[config.mk]
export PLATFORM = sky130hd
export DESIGN_NAME = wb_arbiter
export DESIGN_NICKNAME = d
export VERILOG_FILES = /design/src/rtl/wb_arbiter_pkg.sv /design/src/rtl/wb_fifo.sv /design/src/rtl/wb_arbiter.sv
export SDC_FILE = /design/constraint.sdc
export NUM_CORES = 1
export LEC_CHECK = 0
export ABC_CLOCK_PERIOD_IN_PS = 7350
export CAP_MARGIN = 10
export CELL_PAD_IN_SITES_DETAIL_PLACEMENT = 1
export CELL_PAD_IN_SITES_GLOBAL_PLACEMENT = 1
export CORE_UTILIZATION = 41
export DETAILED_ROUTE_END_ITERATION = 6
export GPL_ROUTABILITY_DRIVEN = 0
export GPL_TIMING_DRIVEN = 0
export PLACE_DENSITY = 0.84
export SYNTH_ARGS = -nofsm -noshare
export SYNTH_HDL_FRONTEND = slang
export SYNTH_SLANG_ARGS = --single-unit
[constraint.sdc]
create_clock -name clk -period 7.35 [get_ports clk]
set_clock_uncertainty 0.15 [all_clocks]
set_input_delay 1.47 -clock clk [delete_from_list [all_inputs] [get_ports clk]]
set_output_delay 1.47 -clock clk [all_outputs]
set_load 0.02 [all_outputs]
[src/rtl/wb_arbiter_pkg.sv]
// Shared types for the writeback arbiter.
// Holds the writeback request and register-file write bundles.
package wb_arbiter_pkg;

    localparam logic [4:0] REG_ZERO = 5'd0;

    typedef struct packed {
        logic        valid;
        logic [4:0]  rd;
        logic [31:0] data;
    } wb_req_t;

    typedef struct packed {
        logic        we;
        logic [4:0]  waddr;
        logic [31:0] wdata;
    } reg_file_in_t;

endpackage

[src/rtl/wb_fifo.sv]
// Small FIFO buffering long-latency writeback results.
// Pointers wrap naturally because DEPTH is a power of two.
module wb_fifo
    import wb_arbiter_pkg::*;
#(
    parameter int DEPTH = 2
) (
    input  logic                     clk,
    input  logic                     rst,
    input  logic                     push,
    input  wb_req_t                  push_data,
    input  logic                     pop,
    output wb_req_t                  head,
    output logic [$clog2(DEPTH):0]   count
);

    localparam int AW = $clog2(DEPTH);

    wb_req_t        mem [DEPTH];
    logic [AW-1:0]  wr_ptr;
    logic [AW-1:0]  rd_ptr;

    assign head = mem[rd_ptr];

    // Storage write, pointer advance and occupancy tracking.
    always_ff @(posedge clk) begin
        if (rst) begin
            wr_ptr <= '0;
            rd_ptr <= '0;
            count  <= '0;
        end else begin
            if (push) begin
                mem[wr_ptr] <= push_data;
                wr_ptr      <= wr_ptr + 1'b1;
            end
            if (pop) begin
                rd_ptr <= rd_ptr + 1'b1;
            end
            case ({push, pop})
                2'b10:   count <= count + 1'b1;
                2'b01:   count <= count - 1'b1;
                default: count <= count;
            endcase
        end
    end

endmodule

[src/rtl/wb_arbiter.sv]
// Writeback arbiter: merges ALU and long-latency results into one
// registered register-file write per cycle and tracks pending writes.
module wb_arbiter
    import wb_arbiter_pkg::*;
#(
    parameter int DEPTH      = 2,
    parameter int STARVE_MAX = 4
) (
    input  logic        clk,
    input  logic        rst,
    input  logic        alu_valid,
    input  logic [4:0]  alu_rd,
    input  logic [31:0] alu_data,
    output logic        alu_stall,
    input  logic        ll_valid,
    output logic        ll_ready,
    input  logic [4:0]  ll_rd,
    input  logic [31:0] ll_data,
    input  logic        issue_valid,
    input  logic [4:0]  issue_rd,
    output logic [31:0] busy,
    output logic        rf_we,
    output logic [4:0]  rf_waddr,
    output logic [31:0] rf_wdata
);

    localparam int CW = $clog2(DEPTH) + 1;
    localparam int WW = $clog2(STARVE_MAX + 1);

    logic [CW-1:0] count;
    logic          empty;
    logic          push;
    logic          pop;
    logic          alu_take;
    wb_req_t       head;
    wb_req_t       push_data;
    wb_req_t       sel;
    logic [WW-1:0] wait_cnt;
    logic [31:0]   busy_q;
    logic [31:0]   busy_d;
    reg_file_in_t  rf_q;

    assign empty     = (count == '0);
    assign ll_ready  = !rst && (count < CW'(DEPTH));
    assign push      = ll_valid && ll_ready;
    assign alu_stall = (wait_cnt == WW'(STARVE_MAX));
    assign pop       = !empty && (alu_stall || !alu_valid);
    assign alu_take  = alu_valid && !alu_stall;
    assign push_data = '{valid: 1'b1, rd: ll_rd, data: ll_data};

    wb_fifo #(
        .DEPTH(DEPTH)
    ) u_fifo (
        .clk       (clk),
        .rst       (rst),
        .push      (push),
        .push_data (push_data),
        .pop       (pop),
        .head      (head),
        .count     (count)
    );

    // Pick this cycle's writeback source; pop and ALU take are exclusive.
    always_comb begin
        sel = '0;
        unique case (1'b1)
            pop:      sel = head;
            alu_take: sel = '{valid: 1'b1, rd: alu_rd, data: alu_data};
            default:  sel = '0;
        endcase
    end

    // Register the selected result; writes to x0 are suppressed.
    always_ff @(posedge clk) begin
        if (rst) begin
            rf_q <= '0;
        end else begin
            rf_q.we <= sel.valid && (sel.rd != REG_ZERO);
            if (sel.valid) begin
                rf_q.waddr <= sel.rd;
                rf_q.wdata <= sel.data;
            end
        end
    end

    // Count cycles the FIFO head waits behind the ALU.
    always_ff @(posedge clk) begin
        if (rst || empty || pop) begin
            wait_cnt <= '0;
        end else if (!alu_stall) begin
            wait_cnt <= wait_cnt + 1'b1;
        end
    end

    // Scoreboard update; a same-edge issue beats the retiring pop.
    always_comb begin
        busy_d = busy_q;
        if (pop && head.rd != REG_ZERO) begin
            busy_d[head.rd] = 1'b0;
        end
        if (issue_valid && issue_rd != REG_ZERO) begin
            busy_d[issue_rd] = 1'b1;
        end
        busy_d[0] = 1'b0;
    end

    // Pending long-latency write bits.
    always_ff @(posedge clk) begin
        if (rst) begin
            busy_q <= '0;
        end else begin
            busy_q <= busy_d;
        end
    end

    assign busy     = busy_q;
    assign rf_we    = rf_q.we;
    assign rf_waddr = rf_q.waddr;
    assign rf_wdata = rf_q.wdata;

endmodule

# After elaboration in Yosys (flattened, before gate mapping)
# Memory sizes are Yosys's and may differ from the RTL's. A register that Yosys moved wholly into a read port is not among the register bits.
# Index checks and enable logic that the tools add are counted.
[totals]
reg_bits = 77
mem_bits_rw = 74
out_inout_bits = 72
mem_count = 1
[mem_list]
columns = ["name", "depth", "width", "read_ports", "rd_clocked_by_memory_dff", "wr", "line", "source"]
rows = [
  ["u_fifo.mem", 2, 37, 1, 1, 1, "wb_fifo.sv:19", "wb_req_t mem [DEPTH];"],
]
[classes]
add_sub_neg = 5
magnitude_cmp = 5
eq_ne = 3
muxes = 13
n_bitwise = 3
reduce_logical = 21
[op_table]
columns = ["operator", "count"]
rows = [
  ["one-hot mux 38 bit (2 select lines)", 1],
  ["2-to-1 mux 32 bit", 2],
  ["bitwise AND 32 bit", 1],
  ["NOT 32 bit", 1],
  ["OR 32 bit", 1],
  ["nonzero test 5 bit", 3],
  ["less-than comparator 5 x 6 -> 1 bit (second input constant)", 2],
  ["demux 1 bit (select 5 bit)", 2],
  ["greater-or-equal comparator 5 x 1 -> 1 bit (second input constant)", 2],
  ["logical AND 1 bit", 9],
  ["2-to-1 mux 1 bit", 7],
  ["logical NOT 1 bit", 4],
  ["one-hot mux 2 bit (2 select lines)", 1],
  ["adder 3 x 1 -> 3 bit (second input constant)", 1],
  ["== test 3 bit (second input constant)", 1],
  ["logical OR 1 bit", 3],
  ["adder 1 bit (second input constant)", 2],
  ["adder 2 x 1 -> 2 bit (second input constant)", 1],
  ["== test 2 x 1 -> 1 bit (second input constant)", 1],
  ["== test 2 bit (second input constant)", 1],
  ["logical NOT 2 bit", 1],
  ["less-than comparator 2 bit (second input constant)", 1],
  ["nonzero test 2 bit", 1],
  ["subtractor 2 x 1 -> 2 bit (second input constant)", 1],
]

# Longest topological paths before layout
[logic_depth]
depth_word = 9
depth_mapped = 8
mapped_depth_nobuf = 8

# By module
# A second synthesis with hierarchy kept.
[unflattened]
hier_cells = 513
hier_area_um2 = 6438.7
[modules_own_cells]
columns = ["module", "instances", "cells_per_inst", "area_per_inst_um2"]
rows = [
  ["wb_arbiter", 1, 375, 3498.4],
  ["wb_fifo", 1, 138, 2940.3],
]

# Worst setup path after synthesis
# No wires, ideal clock.
[synth_path]
path_kind = "input-to-reg"
startpoint = "input rst"
endpoint = "memory u_fifo.mem[0][0] in the netlist's numbering, enable pin"
setup_ps = 431
t_arrival_ps = 3574
required_time_ps = 6769
setup_slack_ps = 3194
cell_stages = 3
path_buffers = 0
path_cell_list = "nor2_1 -> nand2_1 -> nor2_1"
[synth_via]
elab_chain_len = 6
[synth_rtl]
columns = ["element", "line", "source"]
rows = [
  ["from (decl)", "wb_arbiter.sv:10", "input logic rst,"],
  ["logical NOT 1 bit", "wb_arbiter.sv:44", "assign ll_ready = !rst && (count < CW'(DEPTH));"],
  ["logical AND 1 bit", "wb_arbiter.sv:44", ""],
  ["logical AND 1 bit", "wb_arbiter.sv:45", "assign push = ll_valid && ll_ready;"],
  ["2-to-1 mux 1 bit", "wb_fifo.sv:32", "if (push) begin"],
  ["2-to-1 mux 1 bit (*)", "wb_fifo.sv:27", "if (rst) begin"],
  ["2-to-1 mux 1 bit (implied by the code) (*)", "wb_fifo.sv:33", "mem[wr_ptr] <= push_data;"],
  ["to (decl)", "wb_fifo.sv:19", ""],
]
# Mark *: on every way between the ends. The rest lies on a longest branch, timed or not.

# Worst setup path after layout
[layout_path]
startpoint = "input rst"
endpoint = "output ll_ready"
[layout_via]
elab_chain_len = 2
[layout_rtl]
columns = ["element", "line", "source"]
rows = [
  ["logical NOT 1 bit", "wb_arbiter.sv:44", ""],
  ["logical AND 1 bit", "wb_arbiter.sv:44", ""],
  ["to (decl)", "wb_arbiter.sv:16", "output logic ll_ready,"],
]
# Every way passes these cells.

==> results summary <==
The sequential cells in the finished layout cover a total of 0.003764 sq mm. The number of buffers created by CTS is 17. The number of max-capacitance violations reported is 0. In this run the vertical extent of the chip is 124.2 um. The maximum clock frequency came out at 216.7 MHz. After technology mapping, the gate count stands at 543. In this run the number of H-tree levels came out at 4. The final number of max-transition violations came to 0. With fillers left out, the area of the finished cells amounts to 0.008563 sq mm. Sorting the synthesized cells by area gives the leading types as sky130_fd_sc_hd__edfxtp_1 36%, sky130_fd_sc_hd__dfxtp_1 25%, sky130_fd_sc_hd__mux2i_1 6.0%. The total net switching power came out at 836.4 uW. The count of hold buffers inserted by post-cts repair is 0. TritonCTS built the clock tree. The startpoint-to-endpoint class of the critical path is primary input to output pin. For this run the aggregate overflow at the end of global routing stands at 0. After clock tree synthesis, the clock-pin slew on the worst setup and hold paths is 0.06 ns. STA classifies the critical path startpoint as a primary input. The worst register-to-register path begins at wait_cnt[0]. The number of optimization iterations in the first detailed-route pass is 4. In this run, post-CTS repair resized a total of 0 instances. The switching fraction of total power came out at 30.88%.

The highest cell delay on the worst timing path is 0.66 ns. Setup violations remaining at the end of the flow were counted as 0. The fraction of post-synthesis cell area in the top cell type by area came out at 36.27%.

The register-to-register setup slack is 4.69 ns. Clock tree synthesis selected as its root buffer the cell sky130_fd_sc_hd__clkbuf_16. The number of enable flip-flop cells after synthesis is 74.

The cell type with the largest total area after synthesis is sky130_fd_sc_hd__edfxtp_1. The number of antenna diodes in the final layout is 0. The clock power share came out at 34.7%. The hold violation total from the final report is 0. The fraction of power consumed by sequential logic is 37.7%. The fill cell instance count of the final layout came out at 1533. For this run, design rule violations remaining after detail routing come to 0. The fraction of final layout cells with drive strength greater than 1 came out at 8.904%.

A synthesized cell averages 11.28 sq um. The flow ran to the end, and the final reports show no timing, DRC or antenna violations. The headroom to the max-slew limit came out at 35.71%. The count of buffers from port buffering is 154.

The total I/O pin count is 156. The synthesized net count is 630. The post-detailed-placement cell area is 0.007928 sq mm. After floorplanning, the core was divided into 44 placement rows. Per report_power, the combinational group accounts for 27.6% of the total. The TritonCTS sink count came out at 151. The shortest period the worst path allows is 4.615 ns.

The routed layout has 5016 vias. The number of antenna violations at the first check in global routing came to 1. The die covers 0.01544 sq mm. The top fanout value on the critical path came out at 7. The Yosys warning count is 0. In this run the remaining antenna-violating nets after routing total 0. The number of cells on the worst reg-to-reg path is 7. Summing the sequential cell areas from Yosys gives 61.43% of the chip area. The worst hold path class is register to register. The layout overhead on the synthesized area came out at 39.76%.

The number of buffer and inverter stages on the critical path is 2. The total area of multi-input combinational cells came out at 0.002171 sq mm. The worst setup path is captured at an output pin. The internal power of the cells totals 1.872 mW.

For this run, the post-layout net count is 804. The half-perimeter wire length after placement came out at 13680 um. The mapped cell area is 0.006127 sq mm. The worst IR drop on VDD is 186.2 uV. For the final routed database, the setup TNS stands at 0 ns. The worst reg2reg path endpoint is u_fifo.count[1].

In the synthesized netlist the async set-or-reset flop fraction comes to 0%. The path with the worst hold slack has its endpoint at busy[11]. The global-route wire length before repair is 30070 um. The analysis attributes to cell leakage a power of 2.921 nW. The die width came out at 124.2 um. The synthesized flop and latch total is 151. The post-detailed-route via-to-cell ratio is 5.488.

The area of the core region came out at 0.01453 sq mm. Once the floorplan was initialized, standard cells occupied 42.16% of the core. The worst path uses 62.80% of the clock period.

The unique cell type count in the Yosys netlist came out at 45. The design draws 2.709 mW. The data arrival at the endpoint of the critical path is 3.00 ns. The clock latency of the later-clocked register in the worst-skew pair came out at 0.42 ns. The number of global-route vias before repair is 5487. The detail-routed net length per standard cell came out at 21.03 um. The slew at the pin closest to its max-slew limit is 0.9644 ns. Data on the critical path is required at its endpoint by 5.73 ns.

No sink is reached through more buffers than the 2 on the longest clock path. The kind of cell with the highest combined delay on the critical path is buffers and inverters. Setup repair after global routing left no endpoint under its margin.

On the critical path, the stage with the largest delay is an instance of sky130_fd_sc_hd__clkdlybuf4s50_1. The signal on the critical path passes through clkdlybuf4s50_1, nor2_1, clkdlybuf4s50_1. The top cell types in the final layout, fill and taps aside, are 154 x sky130_fd_sc_hd__clkdlybuf4s50_1, 84 x sky130_fd_sc_hd__nand2_1, 77 x sky130_fd_sc_hd__dfxtp_1.

For this run, the total global-route usage over all layers was measured as 25.57%. The first routing iteration left 293 violations. The most common library cell in the layout ignoring fill and taps is sky130_fd_sc_hd__clkdlybuf4s50_1. The largest net degree at the start of global routing came out at 38. The total wire length after detailed routing is 19220 um.

The number of stages on the worst hold path came out at 2. The number of buffers inserted by post-CTS setup repair is 0. The most common cell type on the critical path is sky130_fd_sc_hd__clkdlybuf4s50_1. The worst min-delay path startpoint is busy[11].

The power density of the placed cells is 316.3 mW/mm^2. The top flip-flop cell by instance count after synthesis is sky130_fd_sc_hd__dfxtp_1.
-- state kept, by name (all words and copies together) (netlist names), named ones only --
| register | count |
|---|---|
| rf_we | 1 |
| u_fifo.rd_ptr | 1 |
| rf_waddr | 5 |
| u_fifo.mem | 74 |
| wait_cnt | 3 |
| rf_wdata | 32 |
| busy | 31 |
| u_fifo.wr_ptr | 1 |
| u_fifo.count | 2 |
-- power by group through the flow --
stage               clock [mW]  sequential [mW]  combinational [mW]
floorplan                    0             1.07               0.395
global placement             0             1.03               0.698
detailed placement           0             1.03               0.734
CTS                      0.951             1.02               0.749
global route             0.989             1.03               0.802
finish                   0.941             1.02               0.747
-- final cells by class --
type | instances | share of cell area [%]
Timing Repair Buffer | 155 | 18.23
Clock inverter | 14 | 2.411
Multi-Input combinational cell | 358 | 25.35
Buffer | 32 | 2.265
Inverter | 2 | 0.08767
Clock buffer | 18 | 5.012
Sequential cell | 151 | 43.95
Tap cell | 184 | 2.688
-- cell usage after synthesis (3+ instances only) --
cell type / count
sky130_fd_sc_hd__o21ai_1: 17
sky130_fd_sc_hd__buf_1: 4
sky130_fd_sc_hd__nand3b_1: 5
sky130_fd_sc_hd__dfxtp_1: 77
sky130_fd_sc_hd__mux2i_1: 37
sky130_fd_sc_hd__buf_2: 11
sky130_fd_sc_hd__edfxtp_1: 74
sky130_fd_sc_hd__o21ai_0: 44
sky130_fd_sc_hd__buf_6: 6
sky130_fd_sc_hd__clkbuf_1: 9
sky130_fd_sc_hd__nor3b_1: 3
sky130_fd_sc_hd__ha_1: 3
sky130_fd_sc_hd__nand3_1: 8
sky130_fd_sc_hd__o211ai_1: 37
sky130_fd_sc_hd__nand2_1: 84
sky130_fd_sc_hd__nor2_1: 14
sky130_fd_sc_hd__a21oi_1: 43
sky130_fd_sc_hd__nor2b_1: 28
sky130_fd_sc_hd__nor4b_1: 3
-- per-layer routing --
metal,part of all wire (%),track usage [%],up-vias
li1,-,-,2309
met1,39,28.83,2504
met2,53,45.04,177
met3,6.2,7.802,26
met4,1.5,9.639,0
met5,0,0,-
-- worst min-delay path, cell delays in order (launching register included) --
cell and delay, ns:
sky130_fd_sc_hd__dfxtp_1 0.31, sky130_fd_sc_hd__o21ai_1 0.08, sky130_fd_sc_hd__a21oi_1 0.08
-- logic make-up (layout without fill, tap and decap cells) --
kind of cell	after synthesis	count (layout)	share of synthesized area, %
buf+inv	34	221	3.288
other cells	1	1	0.06120
flops	151	151	61.43
compound gates	148	148	14.32
xor+xnor	4	4	0.5719
fa+ha+maj	3	3	0.6127
mux	40	40	6.637
simple gates	162	162	13.09
-- how the worst max path moves through the flow --
stage | from | end | slack (ns) | cells after the start
6_report | rst | ll_ready | 2.73 | 3
3_3_place_gp | rst | u_fifo.mem[0][8] | 1.79 | 4
2_1_floorplan | rst | u_fifo.mem[0][0] | 3.19 | 3
5_1_grt | rst | ll_ready | 2.66 | 3
3_5_place_dp | rst | ll_ready | 2.72 | 3
4_1_cts | rst | ll_ready | 2.72 | 3
-- metrics by stage --
stage,hold slack [ns],utilization [%],worst slack (ns),instances
global placement,0.3275,54.35,1.790,881
detailed placement,0.3495,54.55,2.722,882
finish,0.3647,58.92,2.735,914
CTS,0.3582,58.92,2.720,914
floorplan,0.2824,-,3.194,543
global route,0.3750,58.92,2.658,914
No activity file was read; power rests on OpenSTA's default activity.
